$ cat config.mk
export PLATFORM = sky130hd
export DESIGN_NAME = load_store_unit
export DESIGN_NICKNAME = d
export VERILOG_FILES = /design/src/rtl/load_store_unit_pkg.sv /design/src/rtl/load_store_unit_lane_align.sv /design/src/rtl/load_store_unit.sv
export SDC_FILE = /design/constraint.sdc
export NUM_CORES = 1
export LEC_CHECK = 0
export BUFFER_PORTS_ARGS = -buffer_cell sky130_fd_sc_hd__buf_4
export CORE_ASPECT_RATIO = 0.5
export CORE_UTILIZATION = 52
export DETAILED_ROUTE_END_ITERATION = 16
export GPL_TIMING_DRIVEN = 0
export HOLD_SLACK_MARGIN = 0.05
export PLACE_DENSITY = 0.82
export SLEW_MARGIN = 10
export SYNTH_ARGS = -nofsm -noshare
export SYNTH_HDL_FRONTEND = slang
export SYNTH_SLANG_ARGS = --single-unit
$ cat constraint.sdc
create_clock -name clk -period 4.8 [get_ports clk]
set_input_delay 0.48 -clock clk [delete_from_list [all_inputs] [get_ports clk]]
set_output_delay 0.48 -clock clk [all_outputs]
set_load 0.03 [all_outputs]
$ cat src/rtl/load_store_unit_pkg.sv
// Shared definitions for the load/store unit: width constant, access-size
// encodings carried on funct3, the control FSM states and an alignment helper.
package load_store_unit_pkg;

    localparam int XLEN = 32;

    localparam logic [2:0] F3_B  = 3'b000;
    localparam logic [2:0] F3_H  = 3'b001;
    localparam logic [2:0] F3_W  = 3'b010;
    localparam logic [2:0] F3_BU = 3'b100;
    localparam logic [2:0] F3_HU = 3'b101;

    typedef enum logic [1:0] {
        IDLE = 2'd0,
        REQ  = 2'd1,
        WAIT = 2'd2
    } lsu_state_e;

    // Unsupported encodings fall into the word case, so they need full alignment.
    function automatic logic is_misaligned(input logic [2:0] f3, input logic [1:0] off);
        case (f3)
            F3_B, F3_BU: return 1'b0;
            F3_H, F3_HU: return off[0];
            default:     return (off != 2'b00);
        endcase
    endfunction

endpackage

$ cat src/rtl/load_store_unit_lane_align.sv
// Byte-lane steering between the core and a 32-bit word bus: store-side
// byte enables and replicated write data, load-side lane pick and extension.
module lsu_lane_align
    import load_store_unit_pkg::*;
(
    input  logic [2:0]      funct3_i,
    input  logic [1:0]      offset_i,
    input  logic [XLEN-1:0] store_data_i,
    input  logic [XLEN-1:0] rdata_i,
    output logic [3:0]      be_o,
    output logic [XLEN-1:0] wdata_o,
    output logic [XLEN-1:0] load_data_o
);

    logic [XLEN-1:0] shifted;

    // Word behaviour is the default; byte and half sizes override enables, data and extension.
    always_comb begin
        shifted     = rdata_i >> {offset_i, 3'b000};
        be_o        = 4'b1111;
        wdata_o     = store_data_i;
        load_data_o = rdata_i;
        case (funct3_i)
            F3_B: begin
                be_o        = 4'b0001 << offset_i;
                wdata_o     = {4{store_data_i[7:0]}};
                load_data_o = {{24{shifted[7]}}, shifted[7:0]};
            end
            F3_BU: begin
                be_o        = 4'b0001 << offset_i;
                wdata_o     = {4{store_data_i[7:0]}};
                load_data_o = {24'b0, shifted[7:0]};
            end
            F3_H: begin
                be_o        = 4'b0011 << offset_i;
                wdata_o     = {2{store_data_i[15:0]}};
                load_data_o = {{16{shifted[15]}}, shifted[15:0]};
            end
            F3_HU: begin
                be_o        = 4'b0011 << offset_i;
                wdata_o     = {2{store_data_i[15:0]}};
                load_data_o = {16'b0, shifted[15:0]};
            end
            default: ;
        endcase
    end

endmodule

$ cat src/rtl/load_store_unit.sv
// Memory stage: accepts one op at a time from execute, runs at most one
// req/gnt/rvalid bus access, and emits a single registered writeback beat.
module load_store_unit #(
    parameter int XLEN       = load_store_unit_pkg::XLEN,
    parameter int REG_ADDR_W = 5
) (
    input  logic                  clk,
    input  logic                  reset,
    input  logic                  ex_valid,
    output logic                  ex_ready,
    input  logic [XLEN-1:0]       ex_alu_result,
    input  logic [XLEN-1:0]       ex_store_data,
    input  logic [2:0]            ex_funct3,
    input  logic                  ex_mem_read,
    input  logic                  ex_mem_write,
    input  logic [REG_ADDR_W-1:0] ex_rd,
    input  logic                  ex_reg_write,
    input  logic                  flush,
    output logic                  mem_req,
    output logic [XLEN-1:0]       mem_addr,
    output logic                  mem_we,
    output logic [3:0]            mem_be,
    output logic [XLEN-1:0]       mem_wdata,
    input  logic                  mem_gnt,
    input  logic                  mem_rvalid,
    input  logic [XLEN-1:0]       mem_rdata,
    output logic                  wb_valid,
    output logic [XLEN-1:0]       wb_data,
    output logic [REG_ADDR_W-1:0] wb_rd,
    output logic                  wb_reg_write,
    output logic                  wb_misaligned
);

    import load_store_unit_pkg::*;

    lsu_state_e            state_q, state_d;
    logic [XLEN-1:0]       addr_q, addr_d;
    logic [XLEN-1:0]       sdata_q, sdata_d;
    logic [2:0]            funct3_q, funct3_d;
    logic                  we_q, we_d;
    logic [REG_ADDR_W-1:0] rd_q, rd_d;
    logic                  regw_q, regw_d;
    logic                  kill_q, kill_d;
    logic                  wb_valid_q, wb_valid_d;
    logic [XLEN-1:0]       wb_data_q, wb_data_d;
    logic [REG_ADDR_W-1:0] wb_rd_q, wb_rd_d;
    logic                  wb_regw_q, wb_regw_d;
    logic                  wb_mis_q, wb_mis_d;

    logic                  accept;
    logic                  is_mem;
    logic                  misaligned;
    logic [3:0]            lane_be;
    logic [XLEN-1:0]       lane_wdata;
    logic [XLEN-1:0]       lane_load;

    assign ex_ready   = (state_q == IDLE);
    assign accept     = ex_valid && ex_ready && !flush;
    assign is_mem     = ex_mem_read || ex_mem_write;
    assign misaligned = is_misaligned(ex_funct3, ex_alu_result[1:0]);

    // Bus outputs come from latched op fields and are forced to zero outside REQ.
    assign mem_req   = (state_q == REQ);
    assign mem_addr  = mem_req ? {addr_q[XLEN-1:2], 2'b00} : '0;
    assign mem_we    = mem_req && we_q;
    assign mem_be    = mem_req ? lane_be : 4'b0000;
    assign mem_wdata = mem_req ? lane_wdata : '0;

    assign wb_valid      = wb_valid_q;
    assign wb_data       = wb_data_q;
    assign wb_rd         = wb_rd_q;
    assign wb_reg_write  = wb_regw_q;
    assign wb_misaligned = wb_mis_q;

    lsu_lane_align u_lane_align (
        .funct3_i     (funct3_q),
        .offset_i     (addr_q[1:0]),
        .store_data_i (sdata_q),
        .rdata_i      (mem_rdata),
        .be_o         (lane_be),
        .wdata_o      (lane_wdata),
        .load_data_o  (lane_load)
    );

    // Next-state and writeback decisions; a flushed access keeps the bus handshake but suppresses its beat.
    always_comb begin
        state_d    = state_q;
        addr_d     = addr_q;
        sdata_d    = sdata_q;
        funct3_d   = funct3_q;
        we_d       = we_q;
        rd_d       = rd_q;
        regw_d     = regw_q;
        kill_d     = kill_q;
        wb_valid_d = 1'b0;
        wb_data_d  = wb_data_q;
        wb_rd_d    = wb_rd_q;
        wb_regw_d  = wb_regw_q;
        wb_mis_d   = wb_mis_q;
        case (state_q)
            IDLE: begin
                if (accept) begin
                    if (!is_mem) begin
                        wb_valid_d = 1'b1;
                        wb_data_d  = ex_alu_result;
                        wb_rd_d    = ex_rd;
                        wb_regw_d  = ex_reg_write;
                        wb_mis_d   = 1'b0;
                    end else if (misaligned) begin
                        wb_valid_d = 1'b1;
                        wb_data_d  = ex_alu_result;
                        wb_rd_d    = ex_rd;
                        wb_regw_d  = 1'b0;
                        wb_mis_d   = 1'b1;
                    end else begin
                        addr_d   = ex_alu_result;
                        sdata_d  = ex_store_data;
                        funct3_d = ex_funct3;
                        we_d     = ex_mem_write;
                        rd_d     = ex_rd;
                        regw_d   = ex_reg_write && ex_mem_read;
                        kill_d   = 1'b0;
                        state_d  = REQ;
                    end
                end
            end
            REQ: begin
                if (mem_gnt) begin
                    if (we_q) begin
                        state_d = IDLE;
                        if (!flush) begin
                            wb_valid_d = 1'b1;
                            wb_data_d  = addr_q;
                            wb_rd_d    = rd_q;
                            wb_regw_d  = 1'b0;
                            wb_mis_d   = 1'b0;
                        end
                    end else begin
                        state_d = WAIT;
                        kill_d  = flush;
                    end
                end else if (flush) begin
                    state_d = IDLE;
                end
            end
            WAIT: begin
                if (flush) begin
                    kill_d = 1'b1;
                end
                if (mem_rvalid) begin
                    state_d = IDLE;
                    if (!(kill_q || flush)) begin
                        wb_valid_d = 1'b1;
                        wb_data_d  = lane_load;
                        wb_rd_d    = rd_q;
                        wb_regw_d  = regw_q;
                        wb_mis_d   = 1'b0;
                    end
                end
            end
            default: state_d = IDLE;
        endcase
    end

    // State and op registers; reset drops any in-flight access at once.
    always_ff @(posedge clk or posedge reset) begin
        if (reset) begin
            state_q    <= IDLE;
            addr_q     <= '0;
            sdata_q    <= '0;
            funct3_q   <= '0;
            we_q       <= 1'b0;
            rd_q       <= '0;
            regw_q     <= 1'b0;
            kill_q     <= 1'b0;
            wb_valid_q <= 1'b0;
            wb_data_q  <= '0;
            wb_rd_q    <= '0;
            wb_regw_q  <= 1'b0;
            wb_mis_q   <= 1'b0;
        end else begin
            state_q    <= state_d;
            addr_q     <= addr_d;
            sdata_q    <= sdata_d;
            funct3_q   <= funct3_d;
            we_q       <= we_d;
            rd_q       <= rd_d;
            regw_q     <= regw_d;
            kill_q     <= kill_d;
            wb_valid_q <= wb_valid_d;
            wb_data_q  <= wb_data_d;
            wb_rd_q    <= wb_rd_d;
            wb_regw_q  <= wb_regw_d;
            wb_mis_q   <= wb_mis_d;
        end
    end

endmodule

==> results of run 1 <==
metal layers:
metal	GRT usage [%]	vias up	wire [um]
met1	44.16	3177	9124
li1	-	2897	-
met3	8.544	63	2119
met2	52.60	368	10190
met5	0	-	0
met4	11.84	0	664
per-stage QoR:
step / util, % / power (mW) / setup TNS, ps
6_report: 73.64 / 7.852 / 0
5_1_grt: 73.64 / 8.271 / 0
4_1_cts: 73.64 / 7.802 / 0
3_5_place_dp: 68.77 / 6.412 / 0
3_3_place_gp: 68.52 / 6.273 / -29180
2_1_floorplan: - / 4.949 / 0
layout by cell type, fill, tap and decap left out, types with 4 or more instances in the layout:
cell type / synthesis / final
o31ai_2: 19 / 19
buf_6: 7 / 7
buf_4: 9 / 230
nand2_1: 98 / 98
a21o_1: 7 / 7
nand3b_1: 7 / 7
and3_1: 5 / 5
clkbuf_16: 0 / 17
clkbuf_1: 18 / 18
a21oi_1: 4 / 4
and2_1: 43 / 43
mux2i_1: 32 / 32
o21ai_1: 8 / 8
nor2_1: 43 / 43
inv_6: 0 / 5
ha_1: 4 / 4
mux2_2: 49 / 49
nor2b_1: 14 / 14
a21boi_0: 8 / 8
o31ai_1: 7 / 7
a311oi_2: 7 / 7
inv_1: 12 / 11
buf_2: 21 / 21
dfrtp_1: 117 / 117
a2bb2oi_1: 7 / 7
mux2_1: 25 / 25
o22ai_1: 17 / 17
nand2b_1: 28 / 28
o21ai_0: 28 / 28
o221ai_1: 8 / 8
path summary, 6_finish.rpt:
path                          endpoint         from  cells after the start
min in group clk              wb_valid        flush                      2
hold / removal             sdata_q[22]        reset                      2
hold reg to reg            wb_data[17]  wb_data[17]                      2
max in group asynchronous   addr_q[19]        reset                      3
setup / recovery             mem_be[0]   state_q[1]                      7
setup reg to reg           wb_data[29]   state_q[1]                      8
power groups by stage:
stage / logic (mW) / registers (mW) / clock network [mW]
after global placement: 4.50 / 1.77 / 0
after CTS: 4.66 / 1.79 / 1.36
after detailed placement: 4.61 / 1.80 / 0
final: 4.70 / 1.80 / 1.35
after floorplan: 2.92 / 2.02 / 0
after global routing: 5.02 / 1.85 / 1.40
logic make-up after synthesis:
logic type                 Yosys count  share of synthesized area, %
and+or+nand+nor                    247                         17.50
other                                1                       0.05434
AOI/OAI and AO/OA                  143                         17.30
muxes                              106                         16.72
DFF                                117                         42.43
adders and majority gates            4                        0.7253
buffers and inverters               67                         5.276
cell type report:
cell class | count | area, um2 | share of cell area [%]
Timing Repair Buffer | 222 | 1687 | 17.88
Multi-Input combinational cell | 502 | 3612 | 38.29
Inverter | 12 | 50.05 | 0.5306
Tap cell | 170 | 212.7 | 2.255
Sequential cell | 117 | 2928 | 31.04
Clock inverter | 13 | 171.4 | 1.817
Clock buffer | 19 | 452.9 | 4.802
Buffer | 55 | 319.1 | 3.382
flip-flops by register name, indices dropped and copies added (netlist names), 2 cells and up:
signal and count:
addr_q 32, sdata_q 32, wb_data 32, rd_q 5, wb_rd 5, funct3_q 3
state_q 2
critical path, stage by stage (launching register included):
cell and delay (ps):
dfrtp_1 400, inv_1 110, ha_1 270, clkbuf_1 460, clkbuf_1 410, clkbuf_1 490
nor2b_1 280, buf_4 200
==> summary.md, run 1 <==
| Metric | Value |
|---|---|
| Number of max-cap violations | 0 |
| Initial antenna violation count | 0 |
| Nets | 1044 |
| Clock Path Buffers | 2 |
| Tightest Pin Transition | 836.4 ps |
| Vias per Instance | 5.860 |
| Worst hold path class | primary input to asynchronous set/reset pin |
| Total congestion overflow | 0 |
| First-pass GRT wire length | 34560 um |
| # Post-CTS Setup Buffers | 0 |
| Die width | 164.9 um |
| Count of flip-flops with a built-in enable after synthesis | 0 |
| Layout fillers | 933 |
| Most common library cells after synthesis | 117 x dfrtp_1, 98 x nand2_1, 49 x mux2_2 |
| Combinational Power Share | 59.9% |
| Asr flop ratio synth | 100.0% |
| Largest net degree at the start of global routing | 65 |
| DP HPWL | 16100 um |
| Core footprint | 0.01281 mm2 |
| Max_slew headroom | 44.24% |
| # setup viols final | 0 |
| Final GP Congestion | 0.9464 |
| Minimum clock period | 3517 ps |
| Clock skew | 6.362 ps |
| Worst Setup Start Kind | register |
| Pins over their slew limit | 0 |
| Yosys top cell by area | dfrtp_1 |
| Finished Cell Area | 0.009433 mm2 |
| Top cells by area in the synthesized netlist | dfrtp_1 42%, mux2_2 8.0%, nand2_1 5.3%, mux2i_1 4.6%, mux2_1 4.1% |
| Placed cell count | 1078 |
| Worst EP required | 4320 ps |
| Count leader, synth | dfrtp_1 |
| Synth warnings | 0 |
| Proportion of layout cells with a drive suffix above 1 | 40.00% |
| Clk pin slew, worst setup/hold paths | 60 ps |
| # clock sinks | 117 |
| Post-CTS Resized | 0 |
| Detailed Route Iter0 Violations | 544 |
| Reg2reg setup slack | 2160 ps |
| Post-synth top flop | dfrtp_1 |
| Synth top area share | 42.43% |
| Static power due to leakage | 4.520 nW |
| Starting Density | 53.87% |
| Via Count | 6505 |
| Synth Register Bits | 117 |
| Average cell area after synthesis | 10.07 um2 |
| Routed Antenna Nets | 0 |
| Int Power | 4.152 mW |
| H-tree Lvls | 4 |
| Fin cells | 1110 |
| Peak supply drop | 0.4431 mV |
| Mapped Cells | 685 |
| Die area | 0.01376 mm2 |
| Final hold slack | 145.4 ps |
| Pwr Density | 832.4 mW/mm2 |
| Psw | 3.700 mW |
| Tcrit/Tclk final | 73.27% |
| Final setup margin | 1283 ps |
| Outcome | completed |
| Arrival time worst endpoint | 3040 ps |
| WL final | 22100 um |
| Clock Latency Late Sink | 410 ps |
| Die Y | 83.46 um |
| Area growth syn-to-layout | 36.70% |
| Power share of the clock group | 17.2% |
| Fmax | 284.3 MHz |
| Unique cell type count in the Yosys netlist | 51 |
| First drt pass iteration count | 6 |
| Vias in the first global route | 6519 |
| RSZ-0062 raised after global routing | false |
| Clock root buffer | clkbuf_16 |
| CTS buffer count | 17 |
| Crit end category | output pin |
| Drt drc | 0 |
| CTS Hold Bufs | 0 |
| Placed inst area | 0.008808 mm2 |
| PortBufs | 221 |
| Sw Share | 47.12% |
| CTS tree | done |
| Syn Std Cell Area | 0.006900 mm2 |
| I/O pin count | 224 |
| Routed len/inst | 19.91 um |
| Crit Path Category | register to output pin |
| Pre-CTS setup slack | 1803 ps |
| GRT Total Usage | 33.24% |
| Final Hold Fails | 0 |
| Antenna Cells | 0 |
| Reg power frac | 22.9% |
| # rows | 29 |
| Crit-path max FO | 10 |
| Sequential area share after synthesis | 42.43% |
Note: power is estimated with default switching activity, not from simulation.
==> run 2, diff against run 1 <==
==> constraint.sdc (replaced) <==
create_clock -name clk -period 3.5 [get_ports clk]
set_input_delay 0.35 -clock clk [delete_from_list [all_inputs] [get_ports clk]]
set_output_delay 0.35 -clock clk [all_outputs]
set_load 0.03 [all_outputs]
==> run 2 against run 1 <==
Against the previous run: first-iteration DRC count shrank 5.5%; die area stayed put; non-clock buffer count grew 1; routed wire length is essentially flat; worst setup slack lost 1000 ps; count of clock-buffer cells in the layout did not move; cell area up 0.12%; critical path type unchanged; largest power group unchanged.
==> summary.md, run 2 (same netlist as run 1, synthesis figures left out) <==
| Metric | Value |
|---|---|
| PortBufs | 221 (unchanged) |
| Final GP Congestion | 0.9464 (unchanged) |
| Outcome | completed (unchanged) |
| Via Count | 6525 (was 6505) |
| Post-route setup TNS | 0 ps (unchanged) |
| Routed Antenna Nets | 0 (unchanged) |
| Tightest Pin Transition | 826.7 ps (was 836.4 ps) |
| Crit end category | output pin (unchanged) |
| Final cell utilization of the core | 73.73% (was 73.64%) |
| Routed len/inst | 19.91 um (about the same) |
| Vias in the first global route | 6531 (was 6519) |
| Clock root buffer | clkbuf_16 (unchanged) |
| Starting Density | 53.87% (unchanged) |
| Storage cell area | 0.002928 mm2 (unchanged) |
| Cells on worst reg2reg path | 8 (unchanged) |
| Pwr Density | 1140 mW/mm2 (was 832.4 mW/mm2) |
| Clock Latency Late Sink | 410 ps (about the same) |
| Detailed Route Iter0 Violations | 514 (was 544) |
| Area growth syn-to-layout | 36.86% (was 36.70%) |
| Clock skew | 5.579 ps (was 6.362 ps) |
| Clock Path Buffers | 2 (unchanged) |
| Die width | 164.9 um (unchanged) |
| Slowest CP cell | clkbuf_1 (unchanged) |
| RR Startpoint | state_q[1] (unchanged) |
| GRT Total Usage | 33.26% (was 33.24%) |
| Nets | 1045 (was 1044) |
| Worst path depth | 7 (unchanged) |
| Final Hold Fails | 0 (unchanged) |
| Fmax | 308.1 MHz |
| Minimum clock period | 3245 ps |
| Reg2reg setup slack | 890 ps (was 2160 ps) |
| FF-to-FF End | wb_data[27] (was wb_data[29]) |
| Worst EP required | 3150 ps (was 4320 ps) |
| Largest net degree at the start of global routing | 65 (unchanged) |
| Pins over their slew limit | 0 (unchanged) |
| Setup crit start | state_q[1] (unchanged) |
| # clock sinks | 117 (unchanged) |
| Crit-path max FO | 10 (unchanged) |
| CTS tree | done (unchanged) |
| DP HPWL | 16100 um (unchanged) |
| RSZ-0062 raised after global routing | false (unchanged) |
| I/O pin count | 224 (unchanged) |
| Worst hold path class | primary input to register (was primary input to asynchronous set/reset pin) |
| Drt drc | 0 (unchanged) |
| Layout fillers | 934 (was 933) |
| Buf/Inv on CP | 5 (unchanged) |
| CP peak stage delay | 450 ps (was 490 ps) |
| # setup viols final | 0 (unchanged) |
| Initial antenna violation count | 0 (unchanged) |
| Tcrit/Tclk final | 92.73% |
| CTS buffer count | 17 (unchanged) |
| # rows | 29 (unchanged) |
| Critical-path cell list | inv_1 > ha_1 > clkbuf_1 > clkbuf_1 > clkbuf_1 > and2_1 > buf_4 (was inv_1 > ha_1 > clkbuf_1 > clkbuf_1 > clkbuf_1 > nor2b_1 > buf_4) |
| Worst Setup Start Kind | register (unchanged) |
| Cell mode on critical path | clkbuf_1 (unchanged) |
| Static power due to leakage | 4.527 nW (was 4.520 nW) |
| Most common cell after layout, fill and taps aside | buf_4 (unchanged) |
| Finished Cell Area | 0.009444 mm2 (was 0.009433 mm2) |
| Peak supply drop | 0.6066 mV (was 0.4431 mV) |
| Max_slew headroom | 44.89% (was 44.24%) |
| Core footprint | 0.01281 mm2 (unchanged) |
| Final Power | 10.77 mW (was 7.852 mW) |
| First drt pass iteration count | 5 (was 6) |
| Commonest non-fill, non-tap cells in the layout | 230 x buf_4, 117 x dfrtp_1, 98 x nand2_1 (unchanged) |
| CP delay by family, top | buffers and inverters (unchanged) |
| Met2 usage | 52.67% (was 52.60%) |
| Met3 global-route usage | 8.544% (unchanged) |
| Die area | 0.01376 mm2 (unchanged) |
| Setup crit end | mem_wdata[31] (was mem_be[0]) |
| First-pass GRT wire length | 34580 um (was 34560 um) |
| Multi-input logic area | 0.003612 mm2 (unchanged) |
| Placed inst area | 0.008808 mm2 (unchanged) |
| GRT busiest layer | met2 (unchanged) |
| # Post-CTS Setup Buffers | 0 (unchanged) |
| Die Y | 83.46 um (unchanged) |
| Clk pin slew, worst setup/hold paths | 60 ps (about the same) |
| Proportion of layout cells with a drive suffix above 1 | 40.06% (was 40.00%) |
| Arrival time worst endpoint | 2900 ps (was 3040 ps) |
| Crit Path Category | register to output pin (unchanged) |
| Number of max-cap violations | 0 (unchanged) |
| Grt met1 use | 44.16% (unchanged) |
| H-tree Lvls | 4 (unchanged) |
| Antenna Cells | 0 (unchanged) |
| Total congestion overflow | 0 (unchanged) |
| Vias per Instance | 5.873 (was 5.860) |
| WL final | 22120 um (was 22100 um) |
==> run 2: area by class of cell <==
| class | count | share of cell area (%) |
|---|---|---|
| multi-input cells | 502 | 38.25 |
| flip-flops and latches | 117 | 31.00 |
| repair buffers | 223 | 17.97 |
| clock buffers | 19 | 4.796 |
| plain buffers | 55 | 3.392 |
| well taps | 170 | 2.252 |
| clock inverters | 13 | 1.815 |
| inverters | 12 | 0.5299 |
==> run 2: through the flow <==
| step | std cells | worst slack (ps) | hold slack [ps] |
|---|---|---|---|
| 2_1_floorplan | 686 | 49.23 | 416.2 |
| 3_3_place_gp | 1077 | -1428 | 467.3 |
| 3_5_place_dp | 1078 | 632.6 | 474.5 |
| 4_1_cts | 1111 | 139.1 | 134.9 |
| 5_1_grt | 1111 | 69.61 | 142.1 |
| 6_report | 1111 | 254.6 | 148.6 |
==> run 2: where the power goes <==
group          total (mW)  switching, mW  internal [mW]
Combinational        6.45           3.96           2.48
Sequential           2.47          0.423           2.05
Clock                1.85          0.683           1.17
==> run 2: timing repair <==
| action | CTS | global route |
|---|---|---|
| resized for setup | 0 | 2 |
| endpoints found under the hold margin | 27 | 0 |
| endpoints found under the setup margin | 0 | 2 |
| hold buffers | 1 | 0 |
==> run 2: how the worst min path moves through the flow <==
stage | startpoint | end | slack, ps | cells after the start
2_1_floorplan | flush | wb_valid | 420 | 1
3_3_place_gp | wb_data[11] | wb_data[11] | 470 | 2
3_5_place_dp | reset | sdata_q[1] | 470 | 2
5_1_grt | ex_store_data[13] | sdata_q[13] | 140 | 2
6_report | flush | wb_valid | 150 | 2
4_1_cts | flush | wb_valid | 130 | 2
==> run 2: routing by layer <==
layer / up-vias / share of wire [%] / wire [um]
li1: 2897 / - / -
met1: 3202 / 41 / 9106
met2: 371 / 46 / 10210
met3: 55 / 9.9 / 2186
met4: 0 / 2.7 / 608
met5: - / 0 / 0
